[src/rtl/ula_pkg.sv]
// Shared opcode map and FSM state type for the sequential ALU.
package ula_pkg;

   localparam logic [3:0] OP_ADD = 4'b0011;
   localparam logic [3:0] OP_OR  = 4'b0100;
   localparam logic [3:0] OP_AND = 4'b0101;
   localparam logic [3:0] OP_NOT = 4'b0110;
   localparam logic [3:0] OP_SUB = 4'b0111;
   localparam logic [3:0] OP_SHR = 4'b1000;
   localparam logic [3:0] OP_SHL = 4'b1001;
   localparam logic [3:0] OP_MUL = 4'b1010;

   typedef enum logic {IDLE, BUSY} state_t;

endpackage

[src/rtl/ula_mul_iter.sv]
// Iterative shift-add multiplier: one multiplier bit per clock, done strobes on the last bit.
module ula_mul_iter #(
   parameter int unsigned WIDTH = 8
) (
   input  logic                 i_CLK,
   input  logic                 i_RST_N,
   input  logic                 i_START,
   input  logic [WIDTH-1:0]     i_A,
   input  logic [WIDTH-1:0]     i_B,
   output logic                 o_DONE,
   output logic [2*WIDTH-1:0]   o_PRODUCT
);

   localparam int unsigned CntW = (WIDTH > 1) ? $clog2(WIDTH) : 1;
   localparam logic [CntW-1:0] LastCnt = CntW'(WIDTH - 1);

   logic [WIDTH-1:0]   mcand_q;
   logic [WIDTH-1:0]   mplier_q;
   logic [2*WIDTH-1:0] acc_q;
   logic [2*WIDTH-1:0] acc_d;
   logic [2*WIDTH-1:0] partial;
   logic [CntW-1:0]    cnt_q;
   logic               run_q;

   always_comb begin
      partial = '0;
      if (mplier_q[cnt_q]) begin
         partial = {{WIDTH{1'b0}}, mcand_q} << cnt_q;
      end
      acc_d = acc_q + partial;
   end

   // Product includes the final iteration so the top can load it on the same edge.
   assign o_DONE    = run_q && (cnt_q == LastCnt);
   assign o_PRODUCT = acc_d;

   always_ff @(posedge i_CLK) begin
      if (!i_RST_N) begin
         mcand_q  <= '0;
         mplier_q <= '0;
         acc_q    <= '0;
         cnt_q    <= '0;
         run_q    <= 1'b0;
      end else if (i_START) begin
         mcand_q  <= i_A;
         mplier_q <= i_B;
         acc_q    <= '0;
         cnt_q    <= '0;
         run_q    <= 1'b1;
      end else if (run_q) begin
         acc_q <= acc_d;
         if (o_DONE) begin
            run_q <= 1'b0;
            cnt_q <= '0;
         end else begin
            cnt_q <= cnt_q + CntW'(1);
         end
      end
   end

endmodule

[src/rtl/ula_seq.sv]
// Sequential Neander-compatible ALU: single-cycle ops complete on accept, MUL runs iteratively.
module ula_seq
   import ula_pkg::*;
#(
   parameter int unsigned WIDTH = 8
) (
   input  logic             i_CLK,
   input  logic             i_RST_N,
   input  logic             i_VALID,
   output logic             o_READY,
   input  logic [3:0]       i_SEL,
   input  logic [WIDTH-1:0] i_A,
   input  logic [WIDTH-1:0] i_B,
   output logic             o_VALID,
   output logic [WIDTH-1:0] o_OUT,
   output logic             o_ZERO,
   output logic             o_NEG,
   output logic             o_CARRY,
   output logic             o_OVF
);

   state_t             state_q;
   state_t             state_d;
   logic               accept;
   logic               mul_start;
   logic               mul_done;
   logic [2*WIDTH-1:0] mul_product;
   logic [WIDTH:0]     sum;
   logic [WIDTH:0]     diff;
   logic [WIDTH-1:0]   alu_res;
   logic               alu_carry;
   logic               alu_ovf;
   logic               load;
   logic [WIDTH-1:0]   res_d;
   logic               carry_d;
   logic               ovf_d;

   assign o_READY   = (state_q == IDLE) && i_RST_N;
   assign accept    = i_VALID && o_READY;
   assign mul_start = accept && (i_SEL == OP_MUL);

   ula_mul_iter #(
      .WIDTH (WIDTH)
   ) u_mul (
      .i_CLK     (i_CLK),
      .i_RST_N   (i_RST_N),
      .i_START   (mul_start),
      .i_A       (i_A),
      .i_B       (i_B),
      .o_DONE    (mul_done),
      .o_PRODUCT (mul_product)
   );

   always_comb begin
      sum       = {1'b0, i_A} + {1'b0, i_B};
      diff      = {1'b0, i_A} - {1'b0, i_B};
      alu_res   = i_B;
      alu_carry = 1'b0;
      alu_ovf   = 1'b0;
      case (i_SEL)
         OP_ADD: begin
            alu_res   = sum[WIDTH-1:0];
            alu_carry = sum[WIDTH];
            alu_ovf   = (i_A[WIDTH-1] == i_B[WIDTH-1]) && (sum[WIDTH-1] != i_A[WIDTH-1]);
         end
         OP_OR:  alu_res = i_A | i_B;
         OP_AND: alu_res = i_A & i_B;
         OP_NOT: alu_res = ~i_A;
         OP_SUB: begin
            alu_res   = diff[WIDTH-1:0];
            alu_carry = diff[WIDTH];
            alu_ovf   = (i_A[WIDTH-1] != i_B[WIDTH-1]) && (diff[WIDTH-1] != i_A[WIDTH-1]);
         end
         OP_SHR: begin
            alu_res   = {1'b0, i_A[WIDTH-1:1]};
            alu_carry = i_A[0];
         end
         OP_SHL: begin
            alu_res   = {i_A[WIDTH-2:0], 1'b0};
            alu_carry = i_A[WIDTH-1];
         end
         default: alu_res = i_B;
      endcase
   end

   always_comb begin
      state_d = state_q;
      load    = 1'b0;
      res_d   = alu_res;
      carry_d = alu_carry;
      ovf_d   = alu_ovf;
      case (state_q)
         IDLE: begin
            if (accept) begin
               if (i_SEL == OP_MUL) begin
                  state_d = BUSY;
               end else begin
                  load = 1'b1;
               end
            end
         end
         BUSY: begin
            if (mul_done) begin
               state_d = IDLE;
               load    = 1'b1;
               res_d   = mul_product[WIDTH-1:0];
               carry_d = |mul_product[2*WIDTH-1:WIDTH];
               ovf_d   = |mul_product[2*WIDTH-1:WIDTH];
            end
         end
      endcase
   end

   always_ff @(posedge i_CLK) begin
      if (!i_RST_N) begin
         state_q <= IDLE;
         o_VALID <= 1'b0;
         o_OUT   <= '0;
         o_ZERO  <= 1'b0;
         o_NEG   <= 1'b0;
         o_CARRY <= 1'b0;
         o_OVF   <= 1'b0;
      end else begin
         state_q <= state_d;
         o_VALID <= load;
         if (load) begin
            o_OUT   <= res_d;
            o_ZERO  <= (res_d == '0);
            o_NEG   <= res_d[WIDTH-1];
            o_CARRY <= carry_d;
            o_OVF   <= ovf_d;
         end
      end
   end

endmodule

[config.mk]
export PLATFORM = sky130hd
export DESIGN_NAME = ula_seq
export DESIGN_NICKNAME = d
export VERILOG_FILES = /design/src/rtl/ula_pkg.sv /design/src/rtl/ula_mul_iter.sv /design/src/rtl/ula_seq.sv
export SDC_FILE = /design/constraint.sdc
export NUM_CORES = 1
export LEC_CHECK = 0
export ABC_AREA = 1
export CORE_MARGIN = 3
export CORE_UTILIZATION = 40
export DETAILED_ROUTE_END_ITERATION = 6
export DONT_BUFFER_PORTS = 1
export GPL_ROUTABILITY_DRIVEN = 0
export GPL_TIMING_DRIVEN = 0
export HOLD_SLACK_MARGIN = 0.15
export PLACE_DENSITY = 0.62
export SYNTH_ARGS = -nofsm -noshare
export SYNTH_HDL_FRONTEND = slang
export SYNTH_SLANG_ARGS = --single-unit
[constraint.sdc]
create_clock -name i_CLK -period 5.9 [get_ports i_CLK]
set_input_delay 0.295 -clock i_CLK [delete_from_list [all_inputs] [get_ports i_CLK]]
set_output_delay 0.295 -clock i_CLK [all_outputs]
set_load 0.005 [all_outputs]
Word level (Yosys, flattened, before mapping)
Index checks and enable logic that the tools add are counted.
- muxes and demuxes: 23
- shift-type cells: 1
- bitwise logic cells: 5
- $add $sub $neg: 4
- reductions and logical operators: 9
- equal/unequal tests: 13
- $lt $le $gt $ge: 1
- operators with widths (kind ; number):
    $pmux W8 S7 ; 1
    $add A16 B16 Y16 ; 1
    $eq A4 B3 Y1 const B ; 4
    $mux W16 ; 1
    $mux W8 ; 2
    $shl A8 B3 Y16 ; 1
    $mux W1 ; 13
    $eq A4 B4 Y1 const B ; 3
    $add A8 B8 Y9 ; 1
    $sub A8 B8 Y9 ; 1
    $and A8 B8 Y8 ; 1
    $logic_not A8 Y1 ; 1
    $not A8 Y8 ; 1
    $or A8 B8 Y8 ; 1
    $reduce_or A8 Y1 ; 1
    $logic_and A1 B1 Y1 ; 6
    $pmux W1 S2 ; 3
    $eq A4 B2 Y1 const B ; 1
    $lt A3 B4 Y1 const B ; 1
    $pmux W1 S4 ; 1
    $add A3 B1 Y3 const B ; 1
    $bmux W1 S3 ; 1
    $eq A3 B3 Y1 const B ; 1
    $mux W3 ; 1
    4 further kinds ; 7
- logic and storage cells: 68
- register bits: 50
- input port bits: 23

Logic depth before layout (Yosys ltp)
Gate-level depths: netlist of run 1.
- depth in word-level cells: 7
- gate-level depth with buffers: 25

By module
From an unflattened synthesis of run 1, not the netlist that was laid out.
- cells, all modules: 811
- area total of the unflattened synthesis: 4838.4 um^2
- modules (own cells, without submodules) (module ; cells an instance ; times used ; sequential area each (um^2) ; area each (um^2)):
    ula_mul_iter ; 452 ; 1 ; 720.7 ; 2706.3
    ula_seq ; 359 ; 1 ; 260.2 ; 2132.0

Worst setup path after synthesis of run 1
Ideal clock, no wire load.
- path type: reg2reg
- from: register u_mul.cnt_q[0]
- to: register o_CARRY
- data required time: 5.784 ns
- cell stages (with the launch flop): 23
- arrival: 2.703 ns
- setup time: 0.116 ns
- setup slack: 3.081 ns
- cells stage by stage: dfxtp_1 -> buf_2 -> clkinv_1 -> o21ai_0 -> o22ai_1 -> nand2_1 -> nor3_1 -> ha_1 -> fa_1 -> nand3_1 -> nand2_1 -> a21oi_1 -> inv_1 -> nand2_1 -> nand3b_1 -> nand2_1 -> nand2_1 -> nor2_1 -> nand2_1 -> nand2_1 -> nand2_1 -> nand2_1 -> nand2_1
- cells in the longest elaborated chain, start to end: 7
- ends and longest elaborated chain (item ; line ; text):
    start, declared ; ula_mul_iter.sv:22 ; logic [CntW-1:0] cnt_q;
    start signal, assigned ; ula_mul_iter.sv:56 ; cnt_q <= cnt_q + CntW'(1);
    $bmux W1 S3 ; ula_mul_iter.sv:27 ; if (mplier_q[cnt_q]) begin
    $mux W1 (implied by the code) ; ula_mul_iter.sv:27 ;
    $mux W16 ; ula_mul_iter.sv:27 ;
    $add A16 B16 Y16 ; ula_mul_iter.sv:30 ; acc_d = acc_q + partial;
    $reduce_or A8 Y1 ; ula_seq.sv:107 ; carry_d = |mul_product[2*WIDTH-1:WIDTH];
    $mux W1 ; ula_seq.sv:103 ; if (mul_done) begin
    $mux W1 ; ula_seq.sv:92 ; case (state_q)
    end signal, assigned ; ula_seq.sv:130 ; o_CARRY <= carry_d;
    end, declared ; ula_seq.sv:18 ; output logic o_CARRY,
Parallel ways exist; a longest one is shown, timed or not. The select of a mux whose other input is x is not followed.
A chain may end at the register's enable or synchronous reset.

Worst setup path in the final report of run 1
Ends and elaborated chain as after synthesis.

==> results of run 1 <==
[final timing paths]
| kind | start | to | slack, ns | cells past startpoint |
|---|---|---|---|---|
| hold reg to reg | u_mul.acc_q[2] | u_mul.acc_q[2] | 0.48 | 2 |
| setup reg to reg | u_mul.cnt_q[0] | o_CARRY | 2.40 | 22 |
| setup / recovery | u_mul.cnt_q[0] | o_CARRY | 2.40 | 22 |
| hold / removal | i_B[0] | u_mul.mplier_q[0] | 0.16 | 2 |
[layout make-up]
type	instances	area, sq um	area share
plain buffers	26	128	0.0257
clock buffers	5	125	0.0252
clock inverters	3	28.8	0.00580
inverters	112	420	0.0847
multi-input cells	576	3110	0.626
flip-flops and latches	49	981	0.198
well taps	140	175	0.0353
[per-stage QoR]
stage               setup WS, ns  instances  hold WS [ns]  instance area (sq um)
floorplan                   3.08        763         0.445                   4640
global placement            2.47        903         0.456                   4810
detailed placement          2.44        903         0.461                   4810
CTS                         2.42        911         0.160                   4960
global route                2.01        911         0.168                   4960
finish                      2.40        911         0.159                   4960
[metal layers]
metal  GRT usage  vias to the layer above  share of wire
met3      0.0318                       30          0.040
met5           0                        -              0
met1       0.270                     2254           0.45
li1            -                     2498              -
met4      0.0849                        0          0.036
met2       0.385                      118           0.48
[cell usage after synthesis, types with 2 or more instances]
library cell and count:
nand2_1 189, inv_1 106, nor2_1 70, nand3_1 69, o21ai_0 63, a21oi_1 55, dfxtp_1 49, ha_1 43
clkbuf_1 12, buf_2 9, nand4_1 9, nor3_1 9, nand3b_1 8, o2111ai_1 8, nand2_2 7, nor2_2 5
xor2_1 5, inv_2 4, o21ai_1 4, xnor2_1 4, buf_4 3, fa_1 3, nor2_4 3, o21bai_1 3
o22ai_1 3, or2_2 3, clkinv_1 2, mux2i_1 2, nor4_1 2
[flip-flops by register name, indices dropped and copies added (netlist names), 3 cells and up]
name	count
o_OUT	8
u_mul.acc_q	16
u_mul.cnt_q	3
u_mul.mcand_q	8
u_mul.mplier_q	8
[cells by family (layout without fill, tap and decap cells)]
| group | after synthesis | after routing |
|---|---|---|
| adder cells (fa/ha/maj) | 46 | 46 |
| XOR/XNOR | 9 | 9 |
| AO/OA/AOI/OAI | 142 | 142 |
| flip-flops | 49 | 49 |
| AND/OR/NAND/NOR | 377 | 377 |
| multiplexers | 2 | 2 |
| buffers and inverters | 138 | 146 |
[where the power goes]
group          switching, uW  internal [uW]
clock                    147            163
sequential              6.17            338
combinational            106           52.3
==> impl_metrics.py, run 1 <==
metrics = {
    "timing": {
        "finalClockSkew_ns": 0.00830,
        "fmax_mhz": 286,
        "grt_setup_unrepaired": "no",
        "setup_violations": 0,
        "timing.final.hold_violations": 0,
        "period_share": 0.593,
        "setup_tns_ns": 0,
        "slew_violations": 0,
        "worstMarginPinSlew_ns": 0.611,
        "relSlewSlack": 0.590,
        "period_needed_ns": 3.50,
    },
    "clock_tree": {
        "cts-resized-gates": 0,
        "insertion_delay_ns": 0.30,
        "cts.sinks": 49,
        "ctsHoldBuffers": 0,
        "clockRootBuffer": "clkbuf_16",
        "postCtsSetupBuffers": 0,
        "cts_tree": "yes",
        "path_clk_slew_ns": 0.07,
        "cts_made_buffers": 5,
        "clockBufferDepth": 2,
        "h-tree-depth": 2,
    },
    "floorplan": {
        "floorplan.rows": 38,
        "die_y_um": 114,
        "dieArea_sq_mm": 0.0129,
        "io_pins": 37,
        "start_util": 0.418,
        "core_sq_mm": 0.0111,
        "die_w_um": 114,
    },
    "global_route": {
        "grt_pass1_wl_mm": 23.1,
        "grt_pass1_vias": 4773,
        "grt_max_degree": 19,
        "grt_use_total": 0.219,
        "overflow": 0,
        "antenna_found_initial": 0,
    },
    "logic_synthesis": {
        "synth_area_leader_cell": "dfxtp_1",
        "synth_area_sq_mm": 0.00464,
        "synth_edf_count": 0,
        "ys_warn_count": 0,
        "synth_top_family_by_area": "simple AND/OR/NAND/NOR gates",
        "synth_xor_area_frac": 0.0170,
        "synthFlopType": "dfxtp_1",
        "synth_simple_gate_area_frac": 0.354,
        "ys_types": 40,
        "muxShareOfSynthArea": 0.00432,
        "ys_ff_latch": 49,
        "synth_cells": 763,
        "syn_avg_cell_area_sq_um": 6.08,
        "seq_area_frac_synth": 0.212,
        "synthesis.nets": 832,
        "synthArstFlopShare": 0,
        "synth_compound_area_frac": 0.166,
        "yosysTopAreaCellShare": 0.212,
        "synth_area_leaders": "dfxtp_1 (21%), nand2_1 (15%), ha_1 (12%)",
        "synthAdderAreaFrac": 0.129,
    },
    "worst_setup_path": {
        "cpMostUsedCell": "nand2_1",
        "slowest_stage": "fa_1",
        "cp_cell_sequence": "buf_2 > clkinv_1 > o21ai_0 > o22ai_1 > nand2_1 > nor3_1 > ha_1 > fa_1 > nand3_1 > nand2_1 > a21oi_1 > inv_1 > nand2_1 > nand3b_1 > nand2_1 > nand2_1 > nor2_1 > nand2_1 > nand2_1 > nand2_1 > nand2_1 > nand2_1",
        "critical-path-max-stage-delay_ns": 0.41,
        "critPathKind": "register to register",
        "required_ns": 6.09,
        "crit_buf_inv": 3,
        "crit_family": "simple AND/OR/NAND/NOR gates",
        "start_kind": "register",
        "cp.arrival_ns": 3.69,
        "path_max_fanout": 10,
        "end_kind": "register",
    },
    "place": {
        "dp_hpwl_mm": 11.3,
        "io_buffers": 0,
    },
    "layout": {
        "final_common_cell": "nand2_1",
        "drive_above_1_share": 0.0571,
        "layout_common_cells": "nand2_1 (189), inv_1 (106), nor2_1 (70)",
        "nFillCells": 1191,
        "post-route-util": 0.448,
        "nets": 839,
        "area_growth_pct": 7.10,
        "diodes": 0,
    },
    "power": {
        "power.total_uw": 813,
        "powerDensity_mw_per_mm2": 164,
        "power_leakage_uw": 0.00264,
        "ir_drop_v": 0.000119,
    },
    "detailed_routing": {
        "post_drt_wl_per_cell_um": 15.3,
        "drt-total-wl_mm": 14.0,
        "dr.pass1.iters": 5,
        "vias": 4900,
        "drtIter0Drc": 325,
        "viasPerCell": 5.38,
        "drc": 0,
        "drtAntennaViolNets": 0,
    },
    "run_status": {
        "status": "finished, final reports clean",
    },
    "job": {
        "drv_cap": 0,
    },
    "worst_hold_path": {
        "min_path_type": "primary input to register",
    },
}
Note: power is estimated with default switching activity, not from simulation.
==> inputs of run 2 (changes only) <==
clock period = 3.5 ns   (was 5.9 ns; I/O delays follow)
==> run 2 against run 1 <==
Power grew 71%; final area increased by 4.6%; sequential share of layout area is 0.87 points lower; clock power rose by 68%; largest cell class unchanged; critical path depth did not move; highest routed layer unchanged; fmax up 8.9%.
==> impl_metrics.py, run 2 (synthesis results as in run 1) <==
metrics = {
    "layout": {
        "register_area_sq_um": 981,
        "largest_reg_flops": 16,
        "multi_input_area_sq_mm": 0.00314,
        "final_area_sq_mm": 0.00519,
        "area_growth_pct": 12.0,
        "layout_common_cells": "nand2_1 (187), inv_1 (106), nor2_1 (70)",
        "post-route-util": 0.469,
        "nets": 858,
        "nFillCells": 1170,
        "fin_cells": 930,
        "regMostFlops": "u_mul.acc_q",
        "drive_above_1_share": 0.0747,
        "final_common_cell": "nand2_1",
        "diodes": 0,
    },
    "global_route": {
        "grt_max_degree": 19,
        "grt_pass1_vias": 4900,
        "grt_use_total": 0.223,
        "grt_pass1_wl_mm": 23.6,
        "antenna_found_initial": 0,
        "overflow": 0,
    },
    "timing": {
        "setup_slack_ns": 0.289,
        "period_needed_ns": 3.21,
        "worstMarginPinSlew_ns": 0.623,
        "setup_violations": 0,
        "slew_violations": 0,
        "period_share": 0.918,
        "relSlewSlack": 0.582,
        "timing.final.hold_violations": 0,
        "finalClockSkew_ns": 0.00915,
        "fmax_mhz": 311,
    },
    "worst_setup_path": {
        "end_kind": "register",
        "critPathKind": "register to register",
        "start_kind": "register",
        "cp.arrival_ns": 3.41,
        "crit_family": "simple AND/OR/NAND/NOR gates",
        "cp.depth": 22,
        "cpMostUsedCell": "nand2_1",
        "crit_buf_inv": 3,
        "required_ns": 3.70,
        "slowest_stage": "fa_1",
        "critical-path-max-stage-delay_ns": 0.40,
        "reg2regPathDepth": 22,
        "cp_cell_sequence": "clkbuf_4 > clkinvlp_4 > o21ai_0 > o22ai_1 > nand2_2 > nor3_2 > ha_2 > fa_1 > nand3_1 > nand2_1 > a21oi_2 > inv_1 > nand2_1 > nand3b_1 > nand2_1 > nand2_1 > nor2_1 > nand2_1 > nand2_1 > nand2_1 > nand2_1 > nand2_1",
        "path_max_fanout": 9,
    },
    "clock_tree": {
        "insertion_delay_ns": 0.30,
        "cts.sinks": 49,
        "path_clk_slew_ns": 0.08,
        "cts_tree": "yes",
        "h-tree-depth": 2,
        "clockRootBuffer": "clkbuf_16",
        "clockBufferDepth": 2,
        "cts_made_buffers": 5,
    },
    "floorplan": {
        "io_pins": 37,
        "floorplan.rows": 38,
        "die_w_um": 114,
        "dieArea_sq_mm": 0.0129,
        "die_y_um": 114,
        "start_util": 0.418,
        "core_sq_mm": 0.0111,
    },
    "detailed_routing": {
        "vias": 5027,
        "drtAntennaViolNets": 0,
        "drc": 0,
        "post_drt_wl_per_cell_um": 15.5,
        "dr.pass1.iters": 5,
        "drt-total-wl_mm": 14.4,
        "drtIter0Drc": 352,
        "viasPerCell": 5.41,
    },
    "run_status": {
        "status": "finished, final reports clean",
    },
    "power": {
        "power.total_uw": 1390,
        "ir_drop_v": 0.000200,
        "power_leakage_uw": 0.00272,
        "powerDensity_mw_per_mm2": 267,
    },
    "worst_hold_path": {
        "min_path_type": "primary input to register",
        "hold_depth": 3,
    },
    "place": {
        "dp_hpwl_mm": 11.3,
        "io_buffers": 0,
        "pre_cts_slack_ns": 0.0357,
        "placedInstanceArea_sq_mm": 0.00481,
        "dp_cells": 903,
    },
    "job": {
        "drv_cap": 0,
    },
}
-- run 2: cell count changes in the layout (fill, tap and decap cells not counted), sizes merged --
cell	delta
dlygate4sd3	+16
clkinvlp	+2
clkinv	-1
buf	+2
-- run 2: per-layer routing --
metal,up-vias,global-route usage,part of all wire,wire length [um]
li1,2532,-,-,-
met1,2314,0.276,0.44,6300
met2,146,0.389,0.48,6920
met3,35,0.0286,0.044,636
met4,0,0.0962,0.039,559
met5,-,0,0,0
-- run 2: timing repair --
item	in CTS	in global routing
setup buffers	0	2
endpoints found under the hold margin	16	0
hold buffers	16	0
gates resized for setup	0	25
endpoints found under the setup margin	0	7
-- run 2: metrics by stage --
| stage | setup TNS (ns) | hold slack [ns] |
|---|---|---|
| finish | 0 | 0.207 |
| global route | -0.0315 | 0.229 |
| CTS | 0 | 0.208 |
| detailed placement | 0 | 0.351 |
| global placement | 0 | 0.345 |
| floorplan | 0 | 0.327 |
-- run 2: cell type report --
cell class	count	share of cell area
clock buffer	5	0.0241
timing repair inverter	1	0.00145
inverter	112	0.0817
clock inverter	3	0.00554
multi-input combinational	576	0.605
buffer	26	0.0260
timing repair buffer	18	0.0337
sequential	49	0.189
tap	140	0.0337
-- run 2: tightest hold or removal path: cells and delay by family --
kind	cells	cell delay (ns)
AOI/OAI and AO/OA	2	0.14
buffers and inverters	1	0.15
-- run 2: power by group --
group / internal (uW) / total, uW / switching, uW
clock network: 275 / 522 / 247
registers: 570 / 581 / 10.4
logic: 101 / 286 / 185
total: 946 / 1390 / 442
-- run 2: final timing paths --
check                                     from               end  slack, ns
worst min-delay path                   i_RST_N  u_mul.mcand_q[6]       0.21
worst min register to register  u_mul.acc_q[2]    u_mul.acc_q[2]       0.48
worst max register to register  u_mul.cnt_q[0]           o_CARRY       0.29
worst max-delay path            u_mul.cnt_q[0]           o_CARRY       0.29
==> inputs of run 3 (changes only) <==
CTS_CLUSTER_DIAMETER = 80   (was unset)
GPL_TIMING_DRIVEN = unset   (was 0)
RECOVER_POWER = 25   (was unset)
==> run 3 against run 2 <==
Utilization fell by 1.0 points; critical path depth did not move; cell count fell by 2.3%; register-to-register slack improved by 0.07 ns; die area did not move; combinational power fell by 5%; hold slack got worse by 0.022 ns; global-route usage fell by 1.0 points; clock skew rose by 0.0011 ns; power fell by 0.81%; sequential power barely moved; critical endpoint unchanged.
==> impl_metrics.py, run 3 (synthesis results as in run 1) <==
metrics = {
    "detailed_routing": {
        "vias": 4934,
        "drc": 0,
        "drtAntennaViolNets": 0,
        "dr.pass1.iters": 5,
        "drtIter0Drc": 367,
        "post_drt_wl_per_cell_um": 15.2,
        "viasPerCell": 5.43,
        "drt-total-wl_mm": 13.8,
    },
    "layout": {
        "fin_cells": 909,
        "register_area_sq_um": 982,
        "final_common_cell": "nand2_1",
        "nets": 837,
        "area_growth_pct": 9.58,
        "regMostFlops": "u_mul.acc_q",
        "multi_input_area_sq_mm": 0.00311,
        "layout_common_cells": "nand2_1 (188), inv_1 (105), nor2_1 (70)",
        "nFillCells": 1170,
        "drive_above_1_share": 0.0572,
        "largest_reg_flops": 16,
        "diodes": 0,
        "final_area_sq_mm": 0.00508,
    },
    "floorplan": {
        "io_pins": 37,
        "die_y_um": 114,
        "die_w_um": 114,
        "floorplan.rows": 38,
        "start_util": 0.418,
        "dieArea_sq_mm": 0.0129,
        "core_sq_mm": 0.0111,
    },
    "timing": {
        "setup_tns_ns": 0,
        "timing.final.hold_violations": 0,
        "fmax_mhz": 319,
        "worstMarginPinSlew_ns": 1.16,
        "period_share": 0.896,
        "finalClockSkew_ns": 0.0102,
        "setup_violations": 0,
        "slew_violations": 0,
        "period_needed_ns": 3.14,
        "relSlewSlack": 0.227,
    },
    "worst_setup_path": {
        "cp.arrival_ns": 3.33,
        "path_max_fanout": 10,
        "ff2ff_setup_slack_ns": 0.36,
        "start_kind": "register",
        "end_kind": "register",
        "cp-startpoint": "u_mul.cnt_q[0]",
        "required_ns": 3.69,
        "reg2regPathDepth": 22,
        "critPathKind": "register to register",
        "reg2reg_to": "o_CARRY",
        "r2r-start": "u_mul.cnt_q[0]",
    },
    "place": {
        "dp_hpwl_mm": 10.6,
        "io_buffers": 0,
        "placedInstanceArea_sq_mm": 0.00472,
        "dp_cells": 882,
    },
    "clock_tree": {
        "clockRootBuffer": "clkbuf_16",
        "clockBufferDepth": 2,
        "path_clk_slew_ns": 0.08,
        "cts_made_buffers": 5,
        "h-tree-depth": 2,
        "cts.sinks": 49,
        "cts_tree": "yes",
        "insertion_delay_ns": 0.30,
    },
    "worst_hold_path": {
        "holdCritStartpoint": "i_RST_N",
        "hold_end": "o_CARRY",
        "min_path_type": "primary input to register",
        "hold_depth": 3,
    },
    "power": {
        "sequentialPowerShare": 0.422,
        "powerDensity_mw_per_mm2": 271,
        "clkPwrFrac": 0.380,
        "p_comb_frac": 0.198,
        "p_int_uw": 941,
        "ir_drop_v": 0.000166,
        "switchingPower_uw": 435,
        "swShare": 0.316,
        "power_leakage_uw": 0.00267,
    },
    "global_route": {
        "antenna_found_initial": 0,
        "grt_pass1_vias": 4640,
        "grt_max_degree": 36,
        "grt_use_total": 0.213,
        "overflow": 0,
        "grt_pass1_wl_mm": 22.7,
    },
    "job": {
        "drv_cap": 0,
    },
    "run_status": {
        "status": "finished, final reports clean",
    },
}
run 3: changes by cell type in the layout (fill, tap and decap cells not counted), moves of 2 or more:
cell	change
ha_1	+2
o21ai_1	-5
nor3_1	+2
nor3_2	-2
ha_2	-2
buf_2	-8
o21ai_0	+4
clkbuf_1	-9
run 3: layout make-up:
cell class                 count  share of cell area
clock buffer                   5              0.0246
clock inverter                 3             0.00567
inverter                     112              0.0842
multi-input combinational    576               0.613
sequential                    49               0.193
tap                          140              0.0345
timing repair buffer          24              0.0451
run 3: repair_timing:
| action | CTS | global route |
|---|---|---|
| endpoints found under the setup margin | 0 | 5 |
| hold buffers | 17 | 0 |
| resized for setup | 0 | 9 |
| setup buffers | 0 | 2 |
| hold endpoints to repair | 38 | 0 |
run 3: worst max-delay path, cell delays in order, from the launching register on:
cell        delay (ns)
dfxtp_2           0.41
clkinvlp_4        0.20
o21ai_0           0.20
o22ai_1           0.10
nand2_1           0.18
nand2_2           0.13
o21ai_0           0.12
inv_1             0.09
ha_1              0.35
a21oi_2           0.22
inv_1             0.06
a21oi_1           0.11
nand2_1           0.11
nand2_1           0.11
nand3b_1          0.09
nand2_1           0.11
nand2_1           0.06
nor2_1            0.08
nand2_1           0.08
nand2_1           0.08
nand2_1           0.06
nand2_1           0.05
nand2_1           0.04
run 3: routing by layer:
layer / share of wire / GRT usage / wire length, um
met1: 0.45 / 0.273 / 6180
met2: 0.48 / 0.377 / 6670
met3: 0.043 / 0.0292 / 597
met4: 0.024 / 0.0561 / 329
met5: 0 / 0 / 0
run 3: power by group through the flow:
stage / Sequential [uW] / Clock (uW) / Combinational [uW]
floorplan: 590 / 0 / 198
global placement: 595 / 0 / 242
detailed placement: 595 / 0 / 244
CTS: 581 / 524 / 269
global route: 583 / 546 / 308
finish: 581 / 523 / 273
run 3: worst max path at each step:
stage / slack, ns / cells past startpoint / end
finish: 0.36 / 22 / o_CARRY
global route: -0.02 / 22 / o_CARRY
CTS: 0.14 / 21 / o_CARRY
detailed placement: 0.19 / 21 / o_CARRY
global placement: 0.32 / 21 / o_CARRY
floorplan: 0.68 / 22 / o_CARRY
run 3: stage by stage:
stage | worst slack [ns] | hold slack, ns | total power [uW] | utilization
4_1_cts | 0.145 | 0.186 | 1370 | 0.456
5_1_grt | -0.0196 | 0.196 | 1440 | 0.459
3_3_place_gp | 0.319 | 0.288 | 837 | 0.426
6_report | 0.363 | 0.185 | 1380 | 0.459
2_1_floorplan | 0.681 | 0.327 | 789 | -
3_5_place_dp | 0.186 | 0.299 | 839 | 0.426
